File: src/rtl/seg_pkg.sv
`default_nettype none
// ============================================================================
// Module      : seg_pkg
// Description : Shared types and constants for the seven-segment scan driver:
//               FSM state encoding, "all off" patterns, hex glyph table.
// Revision    : 1.0 - initial release
// ============================================================================
package seg_pkg;

  // Scan FSM states
  typedef enum logic [1:0] {
    ST_IDLE  = 2'd0,
    ST_BLANK = 2'd1,
    ST_DRIVE = 2'd2
  } state_e;

  // Active-low "nothing lit" patterns
  localparam logic [6:0] SEG_OFF = 7'h7F;
  localparam logic [3:0] AN_OFF  = 4'hF;

  // Active-low {g,f,e,d,c,b,a} glyphs, indexed by nibble value.
  // Packed literal lists the highest index (F) first.
  localparam logic [15:0][6:0] HEX_SEG = {
    7'h0E, 7'h06, 7'h21, 7'h46,   // F E d C
    7'h03, 7'h08, 7'h10, 7'h00,   // b A 9 8
    7'h78, 7'h02, 7'h12, 7'h19,   // 7 6 5 4
    7'h30, 7'h24, 7'h79, 7'h40    // 3 2 1 0
  };

endpackage : seg_pkg
`default_nettype wire

File: src/rtl/hex_to_seg7.sv
`default_nettype none
// ============================================================================
// Module      : hex_to_seg7
// Description : Combinational 4-bit to active-low seven-segment decoder.
// Revision    : 1.0 - initial release
// ============================================================================
module hex_to_seg7
  import seg_pkg::*;
(
  input  logic [3:0] nibble_i,
  output logic [6:0] seg_o
);

  // Table lookup into the shared glyph array
  assign seg_o = HEX_SEG[nibble_i];

endmodule : hex_to_seg7
`default_nettype wire

File: src/rtl/seg_scan_display.sv
`default_nettype none
// ============================================================================
// Module      : seg_scan_display
// Description : Four-digit seven-segment scan driver. Steps one digit per
//               rising edge of an asynchronous scan strobe, inserts a
//               blanking gap between digits and latches the displayed value
//               once per frame.
//               Optional feature macro: SEG_LEADING_ZERO_BLANK_EN
//               (suppresses leading zero digits 3..1).
// Revision    : 1.0 - initial release
// ============================================================================
module seg_scan_display
  import seg_pkg::*;
#(
  parameter int BLANK_CYCLES = 16   // legal range 1..255
)(
  input  logic        clock,
  input  logic        reset_n,
  input  logic        scan_clk,
  input  logic [15:0] value,
  input  logic [3:0]  dp_mask,
  output logic [3:0]  an,
  output logic [6:0]  seg,
  output logic        dp,
  output logic        frame_start
);

  localparam logic [7:0] CNT_LOAD = 8'(BLANK_CYCLES - 1);

  // Strobe synchronizer and edge detector
  logic sync1_q, sync2_q, prev_q;
  logic tick;

  // FSM and datapath state
  state_e      state_q, state_d;
  logic [7:0]  cnt_q, cnt_d;
  logic [1:0]  idx_q, idx_d;
  logic [15:0] shadow_val_q, shadow_val_d;
  logic [3:0]  shadow_dp_q, shadow_dp_d;
  logic        blank_entry;

  // Output flops
  logic [3:0]  an_q, an_d;
  logic [6:0]  seg_q, seg_d;
  logic        dp_q, dp_d;
  logic        fs_q, fs_d;

  // Decoder path
  logic [3:0]  cur_nibble;
  logic [6:0]  cur_seg;
  logic        lz_blank;

  // Two-flop synchronizer plus previous-value flop for rising-edge detection
  always_ff @(posedge clock or negedge reset_n) begin
    if (!reset_n) begin
      sync1_q <= 1'b0;
      sync2_q <= 1'b0;
      prev_q  <= 1'b0;
    end else begin
      sync1_q <= scan_clk;
      sync2_q <= sync1_q;
      prev_q  <= sync2_q;
    end
  end

  assign tick = sync2_q & ~prev_q;

  // FSM state register
  always_ff @(posedge clock or negedge reset_n) begin
    if (!reset_n) begin
      state_q <= ST_IDLE;
    end else begin
      state_q <= state_d;
    end
  end

  // FSM next-state logic; ticks during BLANK (including its last cycle) are dropped
  always_comb begin
    state_d = state_q;
    case (state_q)
      ST_IDLE:  if (tick)          state_d = ST_BLANK;
      ST_BLANK: if (cnt_q == 8'd0) state_d = ST_DRIVE;
      ST_DRIVE: if (tick)          state_d = ST_BLANK;
      default:                     state_d = ST_IDLE;
    endcase
  end

  assign blank_entry = (state_d == ST_BLANK) && (state_q != ST_BLANK);

  // Blank counter, digit index and frame shadow next-state
  always_comb begin
    cnt_d        = cnt_q;
    idx_d        = idx_q;
    shadow_val_d = shadow_val_q;
    shadow_dp_d  = shadow_dp_q;
    if (blank_entry) begin
      cnt_d = CNT_LOAD;
      idx_d = idx_q + 2'd1;
      // Latch a fresh frame only when the scan wraps back to digit 0
      if (idx_d == 2'd0) begin
        shadow_val_d = value;
        shadow_dp_d  = dp_mask;
      end
    end else if ((state_q == ST_BLANK) && (cnt_q != 8'd0)) begin
      cnt_d = cnt_q - 8'd1;
    end
  end

  // Datapath registers; idx resets to 3 so the first tick selects digit 0
  always_ff @(posedge clock or negedge reset_n) begin
    if (!reset_n) begin
      cnt_q        <= 8'd0;
      idx_q        <= 2'd3;
      shadow_val_q <= 16'h0000;
      shadow_dp_q  <= 4'h0;
    end else begin
      cnt_q        <= cnt_d;
      idx_q        <= idx_d;
      shadow_val_q <= shadow_val_d;
      shadow_dp_q  <= shadow_dp_d;
    end
  end

  // Select the shadow nibble for the current digit
  always_comb begin
    cur_nibble = shadow_val_q[3:0];
    case (idx_q)
      2'd0: cur_nibble = shadow_val_q[3:0];
      2'd1: cur_nibble = shadow_val_q[7:4];
      2'd2: cur_nibble = shadow_val_q[11:8];
      2'd3: cur_nibble = shadow_val_q[15:12];
      default: cur_nibble = shadow_val_q[3:0];
    endcase
  end

  hex_to_seg7 u_hex_to_seg7 (
    .nibble_i (cur_nibble),
    .seg_o    (cur_seg)
  );

  // Leading-zero suppression: a digit is dark when it and every digit to its
  // left is zero and its own decimal point is off. Digit 0 always shows.
  always_comb begin
    lz_blank = 1'b0;
`ifdef SEG_LEADING_ZERO_BLANK_EN
    case (idx_q)
      2'd3: lz_blank = (shadow_val_q[15:12] == 4'h0) && !shadow_dp_q[3];
      2'd2: lz_blank = (shadow_val_q[15:8]  == 8'h00) && !shadow_dp_q[2];
      2'd1: lz_blank = (shadow_val_q[15:4]  == 12'h000) && !shadow_dp_q[1];
      default: lz_blank = 1'b0;
    endcase
`endif
  end

  // FSM output logic: next values for the output flops, derived from the next state
  always_comb begin
    an_d = AN_OFF;
    seg_d = SEG_OFF;
    dp_d = 1'b1;
    fs_d = (state_q == ST_BLANK) && (state_d == ST_DRIVE) && (idx_q == 2'd0);
    if ((state_d == ST_DRIVE) && !lz_blank) begin
      an_d  = ~(4'b0001 << idx_q);
      seg_d = cur_seg;
      dp_d  = ~shadow_dp_q[idx_q];
    end
  end

  // Output registers keep every output free of combinational input paths
  always_ff @(posedge clock or negedge reset_n) begin
    if (!reset_n) begin
      an_q  <= AN_OFF;
      seg_q <= SEG_OFF;
      dp_q  <= 1'b1;
      fs_q  <= 1'b0;
    end else begin
      an_q  <= an_d;
      seg_q <= seg_d;
      dp_q  <= dp_d;
      fs_q  <= fs_d;
    end
  end

  assign an          = an_q;
  assign seg         = seg_q;
  assign dp          = dp_q;
  assign frame_start = fs_q;

endmodule : seg_scan_display
`default_nettype wire
File: config.mk
export PLATFORM = sky130hd
export DESIGN_NAME = seg_scan_display
export DESIGN_NICKNAME = d
export VERILOG_FILES = /design/src/rtl/seg_pkg.sv /design/src/rtl/hex_to_seg7.sv /design/src/rtl/seg_scan_display.sv
export SDC_FILE = /design/constraint.sdc
export NUM_CORES = 1
export LEC_CHECK = 0
export ABC_AREA = 1
export CAP_MARGIN = 0
export CORE_ASPECT_RATIO = 1.25
export CORE_MARGIN = 4
export CORE_UTILIZATION = 58
export CTS_BUF_LIST = sky130_fd_sc_hd__clkbuf_4 sky130_fd_sc_hd__clkbuf_8 sky130_fd_sc_hd__clkbuf_16
export CTS_CLUSTER_SIZE = 16
export DETAILED_ROUTE_END_ITERATION = 10
export PLACE_DENSITY = 0.94
export SKIP_CTS_REPAIR_TIMING = 1
export SYNTH_ARGS = -nofsm -noshare
export SYNTH_HDL_FRONTEND = slang
export SYNTH_HIERARCHICAL = 1
export SYNTH_SLANG_ARGS = --single-unit
File: constraint.sdc
create_clock -name clock -period 6.8 [get_ports clock]
set_input_delay 1.02 -clock clock [delete_from_list [all_inputs] [get_ports clock]]
set_output_delay 1.02 -clock clock [all_outputs]
set_load 0.02 [all_outputs]
==> results.sh, run 1 <==
export IMPL_core_area_um2=4070
export IMPL_crit_type="register to register"
export IMPL_final_area_um2=2870
export IMPL_finalPower_mw=1.35
export IMPL_place_area_um2=2780
export IMPL_rows=26
export IMPL_synth_avg_cell_area_um2=8.37
export IMPL_routed_top_layer="met4"
export IMPL_grt_pass1_vias=1840
export IMPL_report_final_slew_viol_count=0
export IMPL_syn_to_final_growth_pct=17.5
export IMPL_numCtsBuffers=5
export IMPL_routed_wl_um=4570
export IMPL_synth_xor_area_share_pct=1.07
export IMPL_critical_path_max_stage_delay_ps=750
export IMPL_wl_per_cell_um=12.0
export IMPL_muxShareOfSynthArea_pct=0
export IMPL_status="complete, no violations"
export IMPL_cts_max_path_buffers=2
export IMPL_dr_wl_met3_um=257
export IMPL_drc=0
export IMPL_antenna_found_initial=0
export IMPL_slew_limit_headroom_pct=33.7
export IMPL_cpMaxStageDelayCell="ha_1"
export IMPL_numPortBuffers=35
export IMPL_antenna_left=0
export IMPL_grt_pass1_wl_um=7930
export IMPL_die_area_um2=5320
export IMPL_power_leakage_nw=1.41
export IMPL_synth_area_um2=2440
export IMPL_fin_ws_ps=3940
export IMPL_grt_max_degree=49
export IMPL_diodes=0
export IMPL_drtIter0Drc=79
export IMPL_hold_class="register to register"
export IMPL_cp_max_fo=26
export IMPL_synthAdderAreaFrac_pct=6.14
export IMPL_hpwl_um=3300
export IMPL_synth_seq_cells=48
export IMPL_wl_met1_um=1880
export IMPL_drv_cap=0
export IMPL_power_density_nw_per_um2=471
export IMPL_critPathLaunchType="register"
export IMPL_clkSlewWorstSetupHoldPaths_ps=90
export IMPL_yosysSeqAreaShare_pct=49.8
export IMPL_crit_path_end_kind="register"
export IMPL_clk_latency_ps=300
export IMPL_worstPathRequired_ps=7010
export IMPL_syn_instance_count=292
export IMPL_dpl_worst_slack_ps=3980
export IMPL_gp_congestion=0.882
export IMPL_vdd_drop_max_v=0.000252
export IMPL_gr_usage_all_layers_pct=19.6
export IMPL_cts_tree="done"
export IMPL_cts_sink_count=48
export IMPL_synth_compound_area_share_pct=5.63
export IMPL_finClkSkew_ps=10.9
export IMPL_synth_warnings=6
export IMPL_syn_nets=327
export IMPL_tns_ps=0
export IMPL_ios=36
export IMPL_cp_arrival_ps=3070
export IMPL_crit_chain="ha_1 > a21oi_1 > a31oi_1 > inv_1 > nand2_1 > nand2_1 > nand2_1 > nand2_1 > inv_1 > nand2_1"
export IMPL_timing_fmax_ghz=0.349
export IMPL_period_minus_slack_ps=2860
export IMPL_initial_core_util_pct=60.1
export IMPL_h_tree_depth=2
export IMPL_vias=1976
export IMPL_final_nets=359
export IMPL_gr_total_overflow=0
export IMPL_worst_pin_slew_ps=995
export IMPL_synth_top_family_by_area="simple AND/OR/NAND/NOR gates"
export IMPL_hold_violations=0
export IMPL_die_y_um=80.6
export IMPL_setup_viol=0
export IMPL_fin_crit_sh_pct=42.1
export IMPL_first_pass_iters=4
export IMPL_synth_cell_types=28
export IMPL_drive_gt1_share_pct=11.4
export IMPL_viasPerCell=5.19
export IMPL_routed_wl_met2_um=2310
export IMPL_rsz0062_at_grt="no"
export IMPL_die_x_um=66.1
export IMPL_yosys_area_share_simple_pct=29.2
export IMPL_crit_top_cell="nand2_1"
export IMPL_root_buffer="clkbuf_8"
-- synth_stat cells --
master / count / area share, %
nor2_1: 16 / 2.5
buf_6: 4 / 1.8
o21bai_1: 1 / 0.31
xor2_1: 3 / 1.1
dfrtp_1: 34 / 35
clkbuf_1: 2 / 0.31
nor2_8: 1 / 0.82
ha_1: 12 / 6.1
o211ai_1: 1 / 0.31
o21ai_1: 2 / 0.41
nand3_1: 33 / 6.8
inv_2: 3 / 0.46
o21ai_2: 3 / 1.1
a31oi_1: 4 / 1.0
nand2_2: 3 / 0.77
dfstp_2: 14 / 15
nor2_4: 1 / 0.46
o21ai_0: 6 / 1.2
inv_1: 29 / 4.5
nand2_4: 1 / 0.46
nor2_2: 2 / 0.51
a21oi_1: 5 / 1.0
buf_2: 2 / 0.41
buf_4: 2 / 0.61
nor3_1: 1 / 0.20
nand4_1: 5 / 1.3
o22ai_1: 1 / 0.26
nand2_1: 101 / 16
-- critical path: cells and delay by family, from the launching register on --
family                   cells  cell delay (ps)
AO/OA/AOI/OAI                2              820
adder cells (fa/ha/maj)      1              750
buffers and inverters        2              280
flip-flops                   1              580
AND/OR/NAND/NOR              5              350
-- path summary, 6_finish.rpt --
path	startpoint	endpoint	slack, ps	cells after the start
worst min register to register	sync1_q	sync2_q	360	0
min in group asynchronous	reset_n	shadow_dp_q[0]	880	1
worst max register to register	idx_q[0]	seg[3]	3940	10
worst min-delay path	sync1_q	sync2_q	360	0
max in group asynchronous	reset_n	sync1_q	5310	1
worst max-delay path	idx_q[0]	seg[3]	3940	10
-- power breakdown --
part	total [mW]	internal, mW	switching, mW	leakage [nW]
clock	0.170	0.0802	0.0900	0.0491
sequential	0.472	0.404	0.0679	0.550
combinational	0.711	0.249	0.463	0.811
total	1.35	0.733	0.620	1.41
-- per-layer routing --
layer | vias up | track usage [%]
met1 | 919 | 23.2
met4 | 0 | 9.76
met3 | 11 | 4.20
met2 | 65 | 33.4
met5 | - | 0
li1 | 981 | -
-- cells in the final DEF, fill, tap and decap left out, types with 2 or more instances in the layout --
cell type	n
a21oi_1	5
dfstp_2	14
nand4_1	5
o21ai_2	3
nor2_1	16
nor2_2	2
o21ai_0	6
a31oi_1	4
inv_1	29
ha_1	12
clkdlybuf4s50_1	34
nand3_1	33
clkbuf_8	5
nand2_2	3
o21ai_1	2
nand2_1	101
clkbuf_4	2
inv_2	3
xor2_1	3
dfrtp_1	34
-- sequential cells by signal, summed over array words and instances (netlist names) --
signal	cells
seg	7
prev_q	1
dp	1
shadow_dp_q	4
state_q	2
an	4
sync2_q	1
shadow_val_q	16
idx_q	2
sync1_q	1
frame_start	1
cnt_q	8
-- stage by stage --
stage,hold slack [ps],utilization [%],std cells
2_1_floorplan,331,-,292
5_1_grt,385,70.6,381
3_3_place_gp,334,68.4,373
6_report,358,70.6,381
3_5_place_dp,342,68.4,373
4_1_cts,362,70.6,381
-- kinds of logic (layout without fill, tap and decap cells) --
kind of cell             Yosys count  after routing
AND/OR/NAND/NOR                  164            164
flip-flops                        48             48
buffers and inverters             42             75
AO/OA/AOI/OAI                     23             23
adder cells (fa/ha/maj)           12             12
XOR/XNOR                           3              3
-- area by class of cell --
cell class                      count  area (um2)
Fill cell                         305        1190
Tap cell                           56        70.1
Sequential cell                    48        1220
Clock buffer                        7        83.8
Multi-Input combinational cell    202        1030
Clock inverter                      1        5.00
Timing Repair Buffer               35         345
Inverter                           32         120
Note: power is estimated with default switching activity, not from simulation.
==> run 2: changes to the inputs <==
--- a/config.mk
+++ b/config.mk
@@ -9,11 +9,11 @@
 export CAP_MARGIN = 0
 export CORE_ASPECT_RATIO = 1.25
 export CORE_MARGIN = 4
-export CORE_UTILIZATION = 58
+export CORE_UTILIZATION = 54
 export CTS_BUF_LIST = sky130_fd_sc_hd__clkbuf_4 sky130_fd_sc_hd__clkbuf_8 sky130_fd_sc_hd__clkbuf_16
 export CTS_CLUSTER_SIZE = 16
 export DETAILED_ROUTE_END_ITERATION = 10
-export PLACE_DENSITY = 0.94
+export PLACE_DENSITY = 0.88
 export SKIP_CTS_REPAIR_TIMING = 1
 export SYNTH_ARGS = -nofsm -noshare
 export SYNTH_HDL_FRONTEND = slang
==> constraint.sdc (replaced) <==
create_clock -name clock -period 2.9 [get_ports clock]
set_input_delay 0.435 -clock clock [delete_from_list [all_inputs] [get_ports clock]]
set_output_delay 0.435 -clock clock [all_outputs]
set_load 0.02 [all_outputs]
==> run 2 against run 1 <==
  * Largest cell class unchanged
  * Critical path type unchanged
  * Flip-flop and latch count unchanged
  * Die area increased by 6.6%
  * Global-route usage decreased by 0.89 points
==> results.sh, run 2 (synthesized netlist as in run 1, its figures left out) <==
export IMPL_internal_power_mw=1.84
export IMPL_finClkSkew_ps=3.02
export IMPL_wl_per_cell_um=12.0
export IMPL_drtIter0Drc=112
export IMPL_final_common_cell="nand2_1"
export IMPL_use_met1_pct=22.9
export IMPL_reg2regPathDepth=12
export IMPL_sw_frac_of_total_pct=44.5
export IMPL_p_seq_share_pct=33.7
export IMPL_setup_viol=0
export IMPL_worstPathRequired_ps=3110
export IMPL_ios=36
export IMPL_power_leakage_nw=1.43
export IMPL_rows=27
export IMPL_crit_type="register to register"
export IMPL_grt_pass1_vias=1930
export IMPL_clkSlewWorstSetupHoldPaths_ps=80
export IMPL_drv_cap=0
export IMPL_clkPwrFrac_pct=14.3
export IMPL_slew_limit_headroom_pct=34.2
export IMPL_met2_usage_pct=30.8
export IMPL_final_util_pct=66.5
export IMPL_timing_fmax_ghz=0.401
export IMPL_holdWs_ps=295
export IMPL_finalPower_mw=3.31
export IMPL_root_buffer="clkbuf_8"
export IMPL_seq_area_um2=1220
export IMPL_clk_latency_ps=300
export IMPL_largest_reg_flops=16
export IMPL_numPortBuffers=35
export IMPL_critPathLaunchType="register"
export IMPL_globalRouteMet3Util_pct=3.79
export IMPL_grt_max_degree=49
export IMPL_tns_ps=0
export IMPL_status="complete, no violations"
export IMPL_core_area_um2=4390
export IMPL_diodes=0
export IMPL_first_pass_iters=5
export IMPL_cp_arrival_ps=2700
export IMPL_num_fill_cells=367
export IMPL_final_nets=362
export IMPL_hpwl_um=3480
export IMPL_hold_class="input pin to async pin"
export IMPL_initial_core_util_pct=55.7
export IMPL_crit_path_end_kind="register"
export IMPL_report_final_slew_viol_count=0
export IMPL_antenna_left=0
export IMPL_worst_pin_slew_ps=987
export IMPL_syn_to_final_growth_pct=19.4
export IMPL_period_minus_slack_ps=2490
export IMPL_cts_sink_count=48
export IMPL_top_usage_layer="met2"
export IMPL_die_area_um2=5670
export IMPL_power_density_nw_per_um2=1130
export IMPL_regMostFlops="shadow_val_q"
export IMPL_numCtsBuffers=5
export IMPL_antenna_found_initial=0
export IMPL_power_frac_comb_pct=52.0
export IMPL_regToRegEndpoint="seg[3]"
export IMPL_gr_usage_all_layers_pct=18.7
export IMPL_die_y_um=83.2
export IMPL_drive_gt1_share_pct=12.2
export IMPL_multiInputGateArea_um2=1030
export IMPL_viasPerCell=5.13
export IMPL_mostFrequentLayoutCells="nand2_1 (101), dfrtp_1 (34), clkdlybuf4s50_1 (34)"
export IMPL_fin_crit_sh_pct=85.9
export IMPL_gp_congestion=0.840
export IMPL_drc=0
export IMPL_hold_violations=0
export IMPL_p_sw_mw=1.47
export IMPL_grt_pass1_wl_um=8230
export IMPL_vdd_drop_max_v=0.000555
export IMPL_rsz0062_at_grt="no"
export IMPL_h_tree_depth=2
export IMPL_cp_max_fo=6
export IMPL_cts_max_path_buffers=2
export IMPL_vias=1981
export IMPL_timing_rr_start="idx_q[0]"
export IMPL_routed_wl_um=4630
export IMPL_reg2reg_slack_ps=410
export IMPL_cts_tree="done"
export IMPL_gr_total_overflow=0
export IMPL_die_x_um=68.2
==> run 2: cell types whose count changed in the layout (fill, tap and decap cells not counted), sizes merged <==
cell	before	now
buf	1	4
bufinv	0	1
clkbuf	7	6
==> run 2: layout make-up <==
class	count	area share, %
Multi-Input combinational cell	202	35.2
Tap cell	58	2.49
Sequential cell	48	41.7
Timing Repair Buffer	38	12.6
Clock buffer	6	2.61
Inverter	32	4.11
Clock inverter	2	1.20
==> run 2: stage by stage <==
step                      std cells  cell area [um2]  setup slack (ps)
after global routing            386             2920               228
after detailed placement        378             2810               449
after global placement          378             2810               617
after floorplan                 292             2440               744
after CTS                       386             2920               420
final                           386             2920               409
==> run 2: how the worst max path moves through the flow <==
| stage | startpoint | to | slack [ps] | cells past startpoint |
|---|---|---|---|---|
| 2_1_floorplan | idx_q[0] | seg[3] | 740 | 12 |
| 3_3_place_gp | idx_q[0] | seg[3] | 620 | 12 |
| 3_5_place_dp | idx_q[0] | seg[3] | 450 | 12 |
| 4_1_cts | idx_q[0] | seg[3] | 420 | 12 |
| 5_1_grt | idx_q[0] | seg[3] | 230 | 12 |
| 6_report | idx_q[0] | seg[3] | 410 | 12 |
==> run 2: power by group through the flow <==
stage	registers, mW	clock network, mW	logic, mW
after floorplan	1.12	0	1.30
after global placement	1.11	0	1.62
after detailed placement	1.12	0	1.71
after CTS	1.11	0.487	1.71
after global routing	1.14	0.512	1.99
final	1.11	0.474	1.72
==> run 2: critical path: stages (launching register included) <==
cell     delay (ps)
dfstp_2         570
inv_1           100
ha_1            280
inv_1           170
nor2_1           60
a31oi_1         390
inv_1           210
ha_1            340
nand2_1          50
nand3_1          80
nand2_1          60
inv_1            50
nand2_1          50
==> run 2: per-layer routing <==
layer / routed length, um / vias up
li1: - / 988
met1: 1880 / 919
met2: 2340 / 60
met3: 255 / 14
met4: 150 / 0
met5: 0 / -
